### src/rtl/io_port_arbiter.sv
`default_nettype none
// ============================================================================
// Module      : io_port_arbiter
// Description : Round-robin arbiter sharing the io_driver port bus between
//               master 0 (CPU load/store path) and master 1 (debug/monitor).
//               One transaction at a time: IDLE -> ACCESS (ACCESS_CYCLES
//               cycles of strobe/addr/data on the bus) -> ACK (one-cycle ack
//               to the winner) -> IDLE.
// Ports       :
//   clk, rst                 clock, asynchronous active-high reset
//   m{0,1}_req               request, held until the matching ack
//   m{0,1}_we                1 = write, 0 = read
//   m{0,1}_addr / _wdata     transaction address / write data
//   m{0,1}_ack               one-cycle completion pulse
//   m{0,1}_rdata             last read result of that master
//   port_read / port_write   registered strobes to io_driver
//   port_addr / port_write_data  registered bus address / write data
//   port_read_data           read data from io_driver (sampled on last
//                            ACCESS cycle)
//   busy                     high during ACCESS and ACK
// Revision    : 1.0 - initial release
// ============================================================================
module io_port_arbiter #(
  parameter int ADDR_W        = 16,
  parameter int DATA_W        = 16,
  parameter int ACCESS_CYCLES = 1
) (
  input  logic              clk,
  input  logic              rst,
  input  logic              m0_req,
  input  logic              m0_we,
  input  logic [ADDR_W-1:0] m0_addr,
  input  logic [DATA_W-1:0] m0_wdata,
  output logic              m0_ack,
  output logic [DATA_W-1:0] m0_rdata,
  input  logic              m1_req,
  input  logic              m1_we,
  input  logic [ADDR_W-1:0] m1_addr,
  input  logic [DATA_W-1:0] m1_wdata,
  output logic              m1_ack,
  output logic [DATA_W-1:0] m1_rdata,
  output logic              port_read,
  output logic              port_write,
  output logic [ADDR_W-1:0] port_addr,
  output logic [DATA_W-1:0] port_write_data,
  input  logic [DATA_W-1:0] port_read_data,
  output logic              busy
);

  localparam int CNT_W = (ACCESS_CYCLES > 1) ? $clog2(ACCESS_CYCLES) : 1;
  localparam logic [CNT_W-1:0] C_CNT_LOAD = CNT_W'(ACCESS_CYCLES - 1);

  typedef enum logic [1:0] {
    S_IDLE   = 2'd0,
    S_ACCESS = 2'd1,
    S_ACK    = 2'd2
  } state_t;

  state_t            state_q, state_d;
  logic              last_grant_q, last_grant_d;
  logic              winner_q, winner_d;
  logic              we_q, we_d;
  logic [ADDR_W-1:0] addr_q, addr_d;
  logic [DATA_W-1:0] wdata_q, wdata_d;
  logic [CNT_W-1:0]  cnt_q, cnt_d;
  logic [DATA_W-1:0] m0_rdata_q, m0_rdata_d;
  logic [DATA_W-1:0] m1_rdata_q, m1_rdata_d;
  logic              port_read_q, port_read_d;
  logic              port_write_q, port_write_d;
  logic [ADDR_W-1:0] port_addr_q, port_addr_d;
  logic [DATA_W-1:0] port_wdata_q, port_wdata_d;
  logic              m0_ack_q, m0_ack_d;
  logic              m1_ack_q, m1_ack_d;
  logic              busy_q, busy_d;
  logic              grant_m1;

  // On a tie the master that did not win last time is served.
  assign grant_m1 = m1_req & (~m0_req | ~last_grant_q);

  always_comb begin
    state_d      = state_q;
    last_grant_d = last_grant_q;
    winner_d     = winner_q;
    we_d         = we_q;
    addr_d       = addr_q;
    wdata_d      = wdata_q;
    cnt_d        = cnt_q;
    m0_rdata_d   = m0_rdata_q;
    m1_rdata_d   = m1_rdata_q;

    case (state_q)
      S_IDLE: begin
        if (m0_req || m1_req) begin
          winner_d     = grant_m1;
          last_grant_d = grant_m1;
          we_d         = grant_m1 ? m1_we    : m0_we;
          addr_d       = grant_m1 ? m1_addr  : m0_addr;
          wdata_d      = grant_m1 ? m1_wdata : m0_wdata;
          cnt_d        = C_CNT_LOAD;
          state_d      = S_ACCESS;
        end
      end
      S_ACCESS: begin
        if (cnt_q == '0) begin
          // Last bus cycle: io_driver's read data is valid now.
          if (!we_q) begin
            if (winner_q) m1_rdata_d = port_read_data;
            else          m0_rdata_d = port_read_data;
          end
          state_d = S_ACK;
        end else begin
          cnt_d = cnt_q - CNT_W'(1);
        end
      end
      S_ACK: begin
        state_d = S_IDLE;
      end
      default: begin
        state_d = S_IDLE;
      end
    endcase

    // Bus and handshake outputs are registered, so they are derived from the
    // state being entered and the transaction copy that will be held there.
    port_read_d  = (state_d == S_ACCESS) && !we_d;
    port_write_d = (state_d == S_ACCESS) && we_d;
    port_addr_d  = (state_d == S_ACCESS) ? addr_d : '0;
    port_wdata_d = ((state_d == S_ACCESS) && we_d) ? wdata_d : '0;
    m0_ack_d     = (state_d == S_ACK) && !winner_d;
    m1_ack_d     = (state_d == S_ACK) && winner_d;
    busy_d       = (state_d != S_IDLE);
  end

  always_ff @(posedge clk or posedge rst) begin
    if (rst) begin
      state_q      <= S_IDLE;
      last_grant_q <= 1'b1;
      winner_q     <= 1'b0;
      we_q         <= 1'b0;
      addr_q       <= '0;
      wdata_q      <= '0;
      cnt_q        <= '0;
      m0_rdata_q   <= '0;
      m1_rdata_q   <= '0;
      port_read_q  <= 1'b0;
      port_write_q <= 1'b0;
      port_addr_q  <= '0;
      port_wdata_q <= '0;
      m0_ack_q     <= 1'b0;
      m1_ack_q     <= 1'b0;
      busy_q       <= 1'b0;
    end else begin
      state_q      <= state_d;
      last_grant_q <= last_grant_d;
      winner_q     <= winner_d;
      we_q         <= we_d;
      addr_q       <= addr_d;
      wdata_q      <= wdata_d;
      cnt_q        <= cnt_d;
      m0_rdata_q   <= m0_rdata_d;
      m1_rdata_q   <= m1_rdata_d;
      port_read_q  <= port_read_d;
      port_write_q <= port_write_d;
      port_addr_q  <= port_addr_d;
      port_wdata_q <= port_wdata_d;
      m0_ack_q     <= m0_ack_d;
      m1_ack_q     <= m1_ack_d;
      busy_q       <= busy_d;
    end
  end

  assign m0_ack          = m0_ack_q;
  assign m1_ack          = m1_ack_q;
  assign m0_rdata        = m0_rdata_q;
  assign m1_rdata        = m1_rdata_q;
  assign port_read       = port_read_q;
  assign port_write      = port_write_q;
  assign port_addr       = port_addr_q;
  assign port_write_data = port_wdata_q;
  assign busy            = busy_q;

endmodule
`default_nettype wire

### config.mk
export PLATFORM = sky130hd
export DESIGN_NAME = io_port_arbiter
export DESIGN_NICKNAME = d
export VERILOG_FILES = /design/src/rtl/io_port_arbiter.sv
export SDC_FILE = /design/constraint.sdc
export NUM_CORES = 1
export LEC_CHECK = 0
export BUFFER_PORTS_ARGS = -buffer_cell sky130_fd_sc_hd__buf_2
export CAP_MARGIN = 10
export CORE_ASPECT_RATIO = 1.1
export CORE_UTILIZATION = 43
export CTS_BUF_LIST = sky130_fd_sc_hd__clkbuf_4 sky130_fd_sc_hd__clkbuf_8
export DETAILED_ROUTE_END_ITERATION = 8
export PLACE_DENSITY = 0.8
export RECOVER_POWER = 100
export SETUP_SLACK_MARGIN = 0.05
export SYNTH_ARGS = -nofsm -noshare
export SYNTH_HDL_FRONTEND = slang
export SYNTH_SLANG_ARGS = --single-unit
### constraint.sdc
create_clock -name clk -period 2.65 [get_ports clk]
set_input_delay 0.3975 -clock clk [delete_from_list [all_inputs] [get_ports clk]]
set_output_delay 0.3975 -clock clk [all_outputs]
set_load 0.005 [all_outputs]
==> results.cfg <==
[sta]
fmax_mhz = 497
timing.final.crit_share = 0.759
final.setup_skew_ps = 10.2
timing.hold.ws_ps = 284
finalSetupViolCount = 0
drv_slew = 0
tns_ps = 0
tightest_slew_ps = 1320
fin_crit_ps = 2010
hold_viol = 0
rsz0062_at_grt = no
slew_headroom = 0.112

[layout]
nNetsFinal = 514
area_delta_synth_final_pct = 27.8
antenna_cells = 0
drive_above_1_share = 0.347
final_cells = 537
final_util = 0.578

[die]
ios = 155
die_h_um = 95.7
start_util = 0.452
die_w_um = 87.2
core_area_um2 = 7600
rows = 33
die_area_um2 = 8350

[worst_setup_path]
start_kind = flop
worst-path-max-fanout = 16
path_cells = nand2b_1, nor3_1, clkbuf_1, mux2_2
slowest_delay_ps = 710
cp.required_ps = 2870
crit_path_end_kind = flop
cp.arrival_ps = 2230
cp_slowest_cell = clkbuf_1
worstSetupPathType = reg2reg

[global_routing]
grt_pass1_vias = 2721
grt_use_total = 0.193
grt_pass1_wl_mm = 12.2
antenna_found_initial = 0
grt_start_max_net_pins = 61
overflow = 0

[place]
hpwl_mm = 5.68
numPortBuffers = 154
place_congestion = 0.717
dp.cells = 522

[logic_synthesis]
yosysSeqAreaShare = 0.649
avgSynthCellArea_um2 = 12.6
synth_seq_cells = 89
synthMuxAreaShare = 0.162
synth_xor_area_frac = 0
ys_types = 31
synthSimpleGateAreaFrac = 0.120
synth_edf_count = 0
synth_area_um2 = 3430
syn-num-nets = 358
synth-adder-area-share = 0
ys_async_sr_fraction = 1.00
synth_top_family_by_area = multiplexers
synth_top_area_share = 0.641
synth-compound-area-share = 0.0386
ys_warn_count = 0
syn-instance-count = 272
synthTopCellsByArea = dfrtp_1 (64%), mux2_2 (7.2%), nor2_1 (7.0%)
synth_flop_cell = dfrtp_1
yosys.area.top_type = dfrtp_1

[detailed_routing]
wl_per_cell_um = 14.3
vias_per_cell = 4.91
drt_wl_total_mm = 7.69
drt_iter0_drc = 37
dr_total_vias = 2639
detail_route.first_pass.iterations = 4
ant_nets = 0
drc = 0

[power_and_ir_drop]
p_total_uw = 4640
power_density_nw_per_um2 = 1060
p_leak_uw = 0.00214
irDropWorstVdd_v = 0.000551

[clocking]
root_buffer = clkbuf_8
cts.hold.buffers_added = 0
cts_tree = yes
worstSkewPairLatency_ps = 340
cts_setup_buffers = 0
clockBufferDepth = 2
clkTransAtPathRegs_ps = 80
post_cts_resized = 0
cts_sinks = 89
htreeDepth = 3
cts_buffers = 9

[run]
maxCapViolations = 0

[outcome]
run_status = finished clean

[hold_path]
hold_class = in2reg
==> metal layers <==
layer / global-route usage / vias to the layer above / wire length, µm / share of wire
li1: - / 1241 / - / -
met1: 0.193 / 1287 / 2870 / 0.37
met2: 0.362 / 106 / 3980 / 0.52
met3: 0.0729 / 5 / 774 / 0.10
met4: 0.0751 / 0 / 62 / 0.0081
met5: 0 / - / 0 / 0
==> worst max-delay path, delay by kind of cell (launching register included) <==
kind / cells / cell delay [ps]
buffers and inverters: 1 / 710
flip-flops: 1 / 390
multiplexers: 1 / 420
AND/OR/NAND/NOR: 2 / 370
==> path summary, 6_finish.rpt <==
check                           slack, ps  cells past startpoint   startpoint            to
worst max-delay path                  640                      4   state_q[1]  m0_rdata[15]
max in group asynchronous            1440                      3          rst  last_grant_q
worst min register to register        490                      1  m1_rdata[0]   m1_rdata[0]
worst min-delay path                  280                      3  m1_wdata[1]    wdata_q[1]
worst max register to register        640                      4   state_q[1]  m0_rdata[15]
min in group asynchronous             330                      2          rst  port_addr[1]
==> cells in the final DEF, fill, tap and decap left out, types with 2 or more instances in the layout <==
cell,n
nand2_1,9
clkbuf_8,11
clkinv_4,2
mux2_1,9
nand2b_1,2
nor3_1,16
dfrtp_1,88
clkbuf_1,49
mux2i_1,16
inv_1,2
buf_4,2
buf_2,106
o21ai_0,2
mux2_2,22
o22ai_1,15
nor2_1,65
==> state kept, by name (all words and copies together) (netlist names) <==
register	count
wdata_q	15
we_q	1
port_read	1
state_q	2
port_write_data	16
port_write	1
m0_ack	1
winner_q	1
last_grant_q	1
port_addr	16
m1_ack	1
busy	1
m0_rdata	16
m1_rdata	16
==> Yosys cell counts, types with 3 or more instances <==
library cell	count
buf_4	3
dfrtp_1	88
clkbuf_1	4
mux2i_1	16
o22ai_1	15
buf_2	5
nand2_1	8
inv_1	3
nor2_1	64
nor3_1	15
mux2_4	10
mux2_2	22
==> metrics by stage <==
stage,instance area [µm²],setup WS (ps)
floorplan,3440,1060
finish,4390,639
detailed placement,4310,830
global placement,4310,916
global route,4390,517
CTS,4510,821
==> cell type report <==
type / count / area [µm²]
fill: 734 / 3210
timing repair buffer: 159 / 753
inverter: 4 / 16.3
multi-input combinational: 165 / 1060
clock buffer: 11 / 151
tap: 105 / 131
sequential: 89 / 2230
clock inverter: 4 / 52.6
==> power breakdown <==
group | internal (µW) | leakage [µW] | switching, µW
logic | 726 | 0.000939 | 834
clock network | 484 | 0.000105 | 447
registers | 1930 | 0.00110 | 223
total | 3140 | 0.00214 | 1500
==> kinds of logic after synthesis <==
family | after synthesis
flops | 89
buf+inv | 18
simple gates | 96
mux | 48
compound gates | 21
Note: power is estimated with default switching activity, not from simulation.
